[config.mk]
export PLATFORM = sky130hd
export DESIGN_NAME = seven_segment_reader
export DESIGN_NICKNAME = d
export VERILOG_FILES = /design/src/rtl/seven_segment_reader.sv
export SDC_FILE = /design/constraint.sdc
export NUM_CORES = 1
export LEC_CHECK = 0
export CAP_MARGIN = 20
export CORE_ASPECT_RATIO = 0.9
export CORE_UTILIZATION = 55
export CTS_BUF_LIST = sky130_fd_sc_hd__clkbuf_8 sky130_fd_sc_hd__clkbuf_16
export DETAILED_ROUTE_END_ITERATION = 12
export GPL_TIMING_DRIVEN = 0
export HOLD_SLACK_MARGIN = 0.12
export PLACE_DENSITY_LB_ADDON = 0.15
export SLEW_MARGIN = 25
export SYNTH_ARGS = -nofsm -noshare
export SYNTH_HDL_FRONTEND = slang
export SYNTH_SLANG_ARGS = --single-unit
[constraint.sdc]
create_clock -name clk -period 5.3 [get_ports clk]
set_input_delay 0.53 -clock clk [delete_from_list [all_inputs] [get_ports clk]]
set_output_delay 0.53 -clock clk [all_outputs]
set_load 0.05 [all_outputs]
[src/rtl/seven_segment_reader.sv]
// seven_segment_reader: receiving end of a multiplexed two-digit 7-segment bus.
// It synchronises {c, led_port}, waits for each digit pattern to hold steady,
// decodes the pattern to a hex nibble and reassembles the 8-bit displayed value.
// Ports:
//   clk       system clock
//   reset     asynchronous active-low reset
//   led_port  segment pattern, bit0 = a ... bit6 = g, 1 = lit
//   c         digit select, 1 = left (high nibble), 0 = right (low nibble)
//   addr      last complete recovered value
//   valid     one-cycle pulse when addr is updated with a new pair
//   changed   one-cycle pulse alongside valid when addr differs from before
//   err       one-cycle pulse when a stable pattern is not a hex glyph
//   lost      level, set when no capture has happened for TIMEOUT cycles
module seven_segment_reader #(
    parameter int unsigned AW            = 8,
    parameter int unsigned DW            = 7,
    parameter int unsigned STABLE_CYCLES = 4,
    parameter int unsigned TIMEOUT       = 4096
) (
    input  logic          clk,
    input  logic          reset,
    input  logic [DW-1:0] led_port,
    input  logic          c,
    output logic [AW-1:0] addr,
    output logic          valid,
    output logic          changed,
    output logic          err,
    output logic          lost
);

    localparam int unsigned SW = DW + 1;
    localparam int unsigned CW = $clog2(STABLE_CYCLES + 1);
    localparam int unsigned TW = $clog2(TIMEOUT + 1);

    typedef enum logic [1:0] {
        SEEK,
        HALF,
        FULL
    } state_t;

    state_t        state;
    logic [SW-1:0] meta;
    logic [SW-1:0] s;
    logic [SW-1:0] s_prev;
    logic [CW-1:0] cnt;
    logic [TW-1:0] tmo;
    logic [3:0]    hi_nib;
    logic [3:0]    lo_nib;
    logic          got_hi;
    logic          got_lo;

    logic          capture_c;
    logic          dec_ok_c;
    logic [3:0]    dec_nib_c;
    logic [AW-1:0] pair_c;

    // Capture fires only on the step into saturation, so a held pattern captures once.
    assign capture_c = (s == s_prev) && (cnt == CW'(STABLE_CYCLES - 1));
    assign pair_c    = AW'({hi_nib, lo_nib});

    // Segment pattern to hex nibble; anything else (including blank) is illegal.
    always_comb begin
        dec_ok_c  = 1'b1;
        dec_nib_c = 4'h0;
        case (s[DW-1:0])
            DW'(7'h3F): dec_nib_c = 4'h0;
            DW'(7'h06): dec_nib_c = 4'h1;
            DW'(7'h5B): dec_nib_c = 4'h2;
            DW'(7'h4F): dec_nib_c = 4'h3;
            DW'(7'h66): dec_nib_c = 4'h4;
            DW'(7'h6D): dec_nib_c = 4'h5;
            DW'(7'h7D): dec_nib_c = 4'h6;
            DW'(7'h07): dec_nib_c = 4'h7;
            DW'(7'h7F): dec_nib_c = 4'h8;
            DW'(7'h6F): dec_nib_c = 4'h9;
            DW'(7'h77): dec_nib_c = 4'hA;
            DW'(7'h7C): dec_nib_c = 4'hB;
            DW'(7'h39): dec_nib_c = 4'hC;
            DW'(7'h5E): dec_nib_c = 4'hD;
            DW'(7'h79): dec_nib_c = 4'hE;
            DW'(7'h71): dec_nib_c = 4'hF;
            default:    dec_ok_c  = 1'b0;
        endcase
    end

    // Synchroniser, stability counter, timeout and digit-pairing FSM.
    always_ff @(posedge clk or negedge reset) begin
        if (!reset) begin
            state   <= SEEK;
            meta    <= '0;
            s       <= '0;
            s_prev  <= '0;
            cnt     <= '0;
            tmo     <= '0;
            hi_nib  <= 4'h0;
            lo_nib  <= 4'h0;
            got_hi  <= 1'b0;
            got_lo  <= 1'b0;
            addr    <= '0;
            valid   <= 1'b0;
            changed <= 1'b0;
            err     <= 1'b0;
            lost    <= 1'b1;
        end else begin
            meta    <= {c, led_port};
            s       <= meta;
            s_prev  <= s;
            valid   <= 1'b0;
            changed <= 1'b0;
            err     <= 1'b0;

            if (s != s_prev) begin
                cnt <= '0;
            end else if (cnt != CW'(STABLE_CYCLES)) begin
                cnt <= cnt + CW'(1);
            end

            if (capture_c) begin
                tmo <= '0;
            end else if (tmo != TW'(TIMEOUT - 1)) begin
                tmo <= tmo + TW'(1);
            end

            if (capture_c) begin
                if (!dec_ok_c) begin
                    err    <= 1'b1;
                    state  <= SEEK;
                    got_hi <= 1'b0;
                    got_lo <= 1'b0;
                end else begin
                    lost <= 1'b0;
                    if (s[DW]) begin
                        hi_nib <= dec_nib_c;
                        got_hi <= 1'b1;
                    end else begin
                        lo_nib <= dec_nib_c;
                        got_lo <= 1'b1;
                    end
                    case (state)
                        SEEK: state <= HALF;
                        // Same digit again just refreshes its nibble.
                        HALF: state <= (s[DW] ? got_hi : got_lo) ? HALF : FULL;
                        default: state <= state;
                    endcase
                end
            end else if (tmo == TW'(TIMEOUT - 1)) begin
                lost   <= 1'b1;
                state  <= SEEK;
                got_hi <= 1'b0;
                got_lo <= 1'b0;
            end else if (state == FULL) begin
                addr    <= pair_c;
                valid   <= 1'b1;
                changed <= (pair_c != addr);
                got_hi  <= 1'b0;
                got_lo  <= 1'b0;
                state   <= SEEK;
            end
        end
    end

endmodule

==> impl_metrics.json <==
{
  "min_path_type": "in2async",
  "wl_um": 4990,
  "slew_headroom_pct": 62.2,
  "status": "complete, no violations",
  "synth-edff-count": 0,
  "use_met2_pct": 33.9,
  "busiest_layer": "met2",
  "cts_buffers": 9,
  "cts_resized": 0,
  "crit_start": "s[3]$_DFF_PN0_",
  "synthCells": 245,
  "portBuffers": 21,
  "track_usage_pct": 21.6,
  "worst_skew_pair.late_latency_ps": 340,
  "grt_pass1_vias": 1945,
  "critPathMaxStageDelay_ps": 530,
  "clock-sinks": 64,
  "rows": 24,
  "htreeDepth": 3,
  "crit_type": "reg2reg",
  "slew_violations": 0,
  "num_vias": 1900,
  "ant_nets": 0,
  "finalNetCount": 292,
  "syn_nets": 259,
  "ys_warn_count": 0,
  "globalRouteMet1Util_pct": 26.9,
  "avgViaCountPerCell": 5.46,
  "drive_gt1_share_pct": 18.0,
  "diodes": 0,
  "cp.required_ps": 5520,
  "slowest_stage": "nor4_1",
  "wl_per_cell_um": 14.3,
  "cts_root_buf": "clkbuf_8",
  "holdBufCountCts": 0,
  "clk_pin_slew_ps": 70,
  "setup_viol": 0,
  "reg2reg_setup_slack_ps": 2850,
  "die_x_um": 78.7,
  "cp-start-kind": "register",
  "reg2reg_to": "lo_nib[2]$_DFFE_PN0P_",
  "fin_area_um2": 3440,
  "core_area_um2": 4950,
  "synthToLayoutAreaGrowth_pct": 18.0,
  "dieArea_um2": 5590,
  "ir_drop_v": 0.000215,
  "post_cts_buffers": 0,
  "worstRegToRegCells": 8,
  "cts_tree": "yes",
  "clock_skew_ps": 6.72,
  "start_util_pct": 58.8,
  "worst_pin_slew_ps": 562,
  "instances_no_fill": 348,
  "crit_path_cell_trace": "buf_6 > xor2_1 > nor4_1 > and3_1 > buf_2 > nand2b_1 > a21oi_2 > mux2_2",
  "p_leak_nw": 1.63,
  "chipHeight_um": 71.0,
  "met3_usage_pct": 8.65,
  "ios": 22,
  "rsz0062_at_grt": "no",
  "place_congestion": 0.826,
  "antenna_found_initial": 0,
  "cp_max_fo": 10,
  "placed_cells": 332,
  "synth_cell_types": 56,
  "end_kind": "register",
  "grt_max_degree": 35,
  "power_density_nw_per_um2": 290,
  "grt_overflow": 0,
  "post-route-util_pct": 69.3,
  "ys_seq_area_share_pct": 55.0,
  "max_freq_mhz": 409,
  "remaining_drc_errors": 0,
  "cp.arrival_ps": 2670,
  "synth-seq-cells": 64,
  "min_period_ps": 2450,
  "syn-mean-instance-area_um2": 11.9,
  "synth-async-reset-ratio_pct": 100,
  "grt_pass1_wl_um": 8940,
  "netlist_area_um2": 2910,
  "worstReg2RegStart": "s[3]$_DFF_PN0_",
  "clockBufferDepth": 2,
  "drt_iter0_drc": 36,
  "setup_tns_ps": 0,
  "ys.flop_type": "dfrtp_1",
  "placed_cell_area_um2": 3220,
  "hpwl_um": 3450,
  "maxCapViolCount": 0,
  "hold_viol": 0,
  "drt_pass1_iterations": 6,
  "total_power_uw": 995,
  "final.period_utilization_pct": 46.2
}
## layout by cell type (no fill, tap or decap), drive strengths merged, types with 2 or more instances in the layout
cell type,n
a31oi,3
a211o,2
xor2,26
mux2,14
nand3b,2
bufinv,2
nor4,5
ha,4
nor2b,2
nand4b,2
mux2i,3
and2,2
and3,4
a21boi,2
nand2b,3
nand4,4
xnor2,2
o21bai,2
nand2,12
a21oi,8
clkbuf,13
clkdlybuf4s50,20
nand3,13
nor2,22
o21ai,6
inv,10
dfrtp,63
buf,10
## report_power, final
part | switching (mW) | internal, mW | total (mW)
combinational | 0.0282 | 0.0201 | 0.0482
clock | 0.172 | 0.272 | 0.444
sequential | 0.00534 | 0.498 | 0.503
total | 0.206 | 0.790 | 0.995
## cell type report
type / count / area [um^2]
Fill cell: 384 / 1520
Timing Repair Buffer: 22 / 228
Inverter: 7 / 26.3
Multi-Input combinational cell: 163 / 1210
Clock inverter: 6 / 76.3
Tap cell: 65 / 81.3
Buffer: 11 / 70.1
Sequential cell: 64 / 1600
Clock buffer: 10 / 138
## cells by family (layout without fill, tap and decap cells)
logic type	after synthesis	in the layout	share of synthesized area, %
AO/OA/AOI/OAI	34	34	9.36
XOR/XNOR	28	28	8.42
adder cells (fa/ha/maj)	4	4	1.72
buffers and inverters	18	56	3.31
flip-flops	64	64	55.0
multiplexers	17	17	6.83
AND/OR/NAND/NOR	80	80	15.3
## critical path: cells and delay by family, from the launching register on
kind                   cells  cell delay [ps]
buffers and inverters      2              330
AO/OA/AOI/OAI              1              210
XOR/XNOR                   1              150
flip-flops                 1              410
multiplexers               1              370
AND/OR/NAND/NOR            3              870
## registers in the layout, indices dropped and copies added, names as in the netlist, 2 cells and up
name,count
addr,8
meta,8
tmo,13
cnt,3
s,8
lo_nib,4
hi_nib,4
s_prev,8
state,2
## Yosys cell counts (2+ instances only)
library cell	number	share of area, %
a21boi_0	2	0.52
a21oi_1	7	1.2
a31oi_1	3	0.64
and3_1	4	0.86
buf_2	4	0.69
buf_4	2	0.52
buf_6	2	0.77
clkbuf_1	2	0.26
dfrtp_1	63	54
ha_1	4	1.7
inv_1	7	0.90
mux2_2	11	4.3
mux2_4	3	1.5
mux2i_1	3	1.0
nand2_1	11	1.4
nand2b_1	3	0.64
nand3_1	12	2.1
nand3b_1	2	0.52
nand4_1	4	0.86
nand4b_1	2	0.60
nor2_1	22	2.8
nor2b_1	2	0.43
nor4_1	5	1.1
o21ai_0	6	1.0
o21bai_1	2	0.52
xnor2_1	2	0.60
xor2_1	26	7.8
## layer usage
metal  vias up  share of wire [%]
met5         -                  0
met3        10                5.0
met2        45                 46
met4         0                1.7
li1        924                  -
met1       921                 48
## how the worst max path moves through the flow
| stage | to | slack (ps) | cells after the start |
|---|---|---|---|
| floorplan | hi_nib[0]$_DFFE_PN0P_ | 3130 | 7 |
| global placement | state[0]$_DFFE_PN0P_ | 1690 | 1 |
| detailed placement | lo_nib[2]$_DFFE_PN0P_ | 2810 | 8 |
| CTS | lo_nib[2]$_DFFE_PN0P_ | 2790 | 8 |
| global route | lo_nib[0]$_DFFE_PN0P_ | 2540 | 8 |
| finish | lo_nib[2]$_DFFE_PN0P_ | 2850 | 8 |
## stage by stage
step	hold slack, ps	setup WS [ps]
after global routing	150	2540
after floorplan	234	3130
after CTS	125	2790
after global placement	334	1690
final	133	2850
after detailed placement	335	2810
Note: power is estimated with default switching activity, not from simulation.
==> RTL edit (config.mk and constraints unchanged) <==
Add an input register stage for `led_port` and `c`, with the module's reset; this delays them by one clock.
--- a/src/rtl/seven_segment_reader.sv
+++ b/src/rtl/seven_segment_reader.sv
@@ -37,6 +37,19 @@
         HALF,
         FULL
     } state_t;
+
+    logic [DW-1:0] led_port_q;
+    logic c_q;
+
+    always_ff @(posedge clk or negedge reset) begin
+        if (!reset) begin
+            led_port_q <= '0;
+            c_q        <= '0;
+        end else begin
+            led_port_q <= led_port;
+            c_q        <= c;
+        end
+    end
 
     state_t        state;
     logic [SW-1:0] meta;
@@ -102,7 +115,7 @@
             err     <= 1'b0;
             lost    <= 1'b1;
         end else begin
-            meta    <= {c, led_port};
+            meta    <= {c_q, led_port_q};
             s       <= meta;
             s_prev  <= s;
             valid   <= 1'b0;
Check against the original RTL: not equivalent (a bounded check fails within 10 cycles, from zero or initial values and one cycle with reset low).
==> RTL edit against the unedited design <==
Power is 16% higher; largest cell class unchanged; count of clock-buffer cells in the layout did not move; worst setup slack better by 0.16 ns; critical path depth fell by 1; first-iteration DRC count grew to 3.5 times the old value; final area grew 12%; maximum frequency grew 7.0%; die area increased by 11%; area after synthesis up 12%; wire length increased by 16%; sequential cell count increased by 8; critical path type unchanged.
==> RTL edit: results (changes against the unedited design) <==
The number of nets in the synthesized netlist is 282 (+8.9%). By area the synthesized netlist is led by dfrtp_1 55%, xor2_1 5.4%, mux2_1 2.8%, mux2_4 2.8%, nor2_1 2.1%. The flow ran to the end, and the final reports show no timing, DRC or antenna violations. The number of nets in the finished design came out at 316 (+8.2%). The final setup slack of the worst path came out at 3.013 ns (+0.1609 ns). The critical path's largest stage delay came out at 0.42 ns (-0.11 ns). The via count of the first global-routing pass came to 1956 (+0.57%).

The portion of the post-synthesis area used by sequential elements came out at 0.5538 (+0.003547). The global-route met1 utilization is 0.3156 (+0.04659). The compound-gate portion of the synthesized area came out at 0.1049 (+0.01128). The number of hold buffers added after CTS came out at 1 (+1). The largest net degree at the start of global routing is 54 (+54%). The via density per instance is 5.570 (+2.0%). In this run the worst setup path begins at s[5]. The worst setup skew after layout is 0.01043 ns (+0.003704 ns).

The first-pass GRT wire length is 9.846 mm (+10%). The final weighted congestion in routability-driven placement came to 0.8361 (+1.2%). The cell count after synthesis is 268 (+9.4%).

The worst hold margin is 0.3503 ns (+0.2170 ns). The share of final-layout standard cells stronger than drive strength 1 is 0.1694 (-0.01083). The initial detailed-routing violation count is 125 (+250%). The mux cell area share after synthesis came out at 0.05842 (-0.009882). The clock-net power came out at 0.000534 W (+20%).

The detailed-router iteration count before antenna repair is 4 (-2). The met3 global-route usage is 0.05921 (-0.02724). The overall routing resource usage is 0.2080 (-0.007614). The placed wire-length estimate is 3.924 mm (+14%). The worst supply voltage drop on vdd came out at 0.2512 mV (+17%). The leakage power summed over all cells came out at 1.773 nW (+9.1%). The commonest cells after synthesis are 71 x dfrtp_1, 20 x xor2_1, 18 x nor2_1. The cell-internal power is 0.0009114 W (+15%). Among all stages on the critical path, the largest delay is contributed by dfrtp_1. The met2 capacity usage during global routing came to 0.2914 (-0.04769).

The transition time at the pin with the least slew margin came out at 0.5621 ns (+0.0005849 ns). The XOR/XNOR share of the synthesized area came out at 0.07264 (-0.01156). The routed wire length came out at 5.785 mm (+16%). The post-place instance area came out at 3578 sq um (+11%).

The clock share of power came out at 0.462 (+0.016). The worst-case setup slack after placement came out at 2.946 ns (+0.1373 ns). The path type of the worst min-delay path is reg -> reg.
==> RTL edit: cell count changes after synthesis, moves of 4 or more <==
| cell | change |
|---|---|
| dfrtp_1 | +8 |
| nor2_1 | -4 |
| mux2_2 | -11 |
| mux2_1 | +8 |
| xnor2_1 | +5 |
| buf_4 | +4 |
| xor2_1 | -6 |
| and2_1 | +4 |
==> RTL edit: metal layers <==
metal	up-vias	wire length, um
met3	8	229
met2	36	2612
met1	1038	2877
li1	1018	-
met4	0	66
met5	-	0
==> RTL edit: area by class of cell <==
type | count | area (sq um) | share of cell area
multi-input cells | 173 | 1323 | 0.3443
plain buffers | 13 | 92.59 | 0.02410
well taps | 70 | 87.58 | 0.02280
inverters | 10 | 37.54 | 0.009772
repair buffers | 23 | 245.2 | 0.06384
clock inverters | 6 | 115.1 | 0.02997
flip-flops and latches | 72 | 1803 | 0.4694
clock buffers | 10 | 137.6 | 0.03583
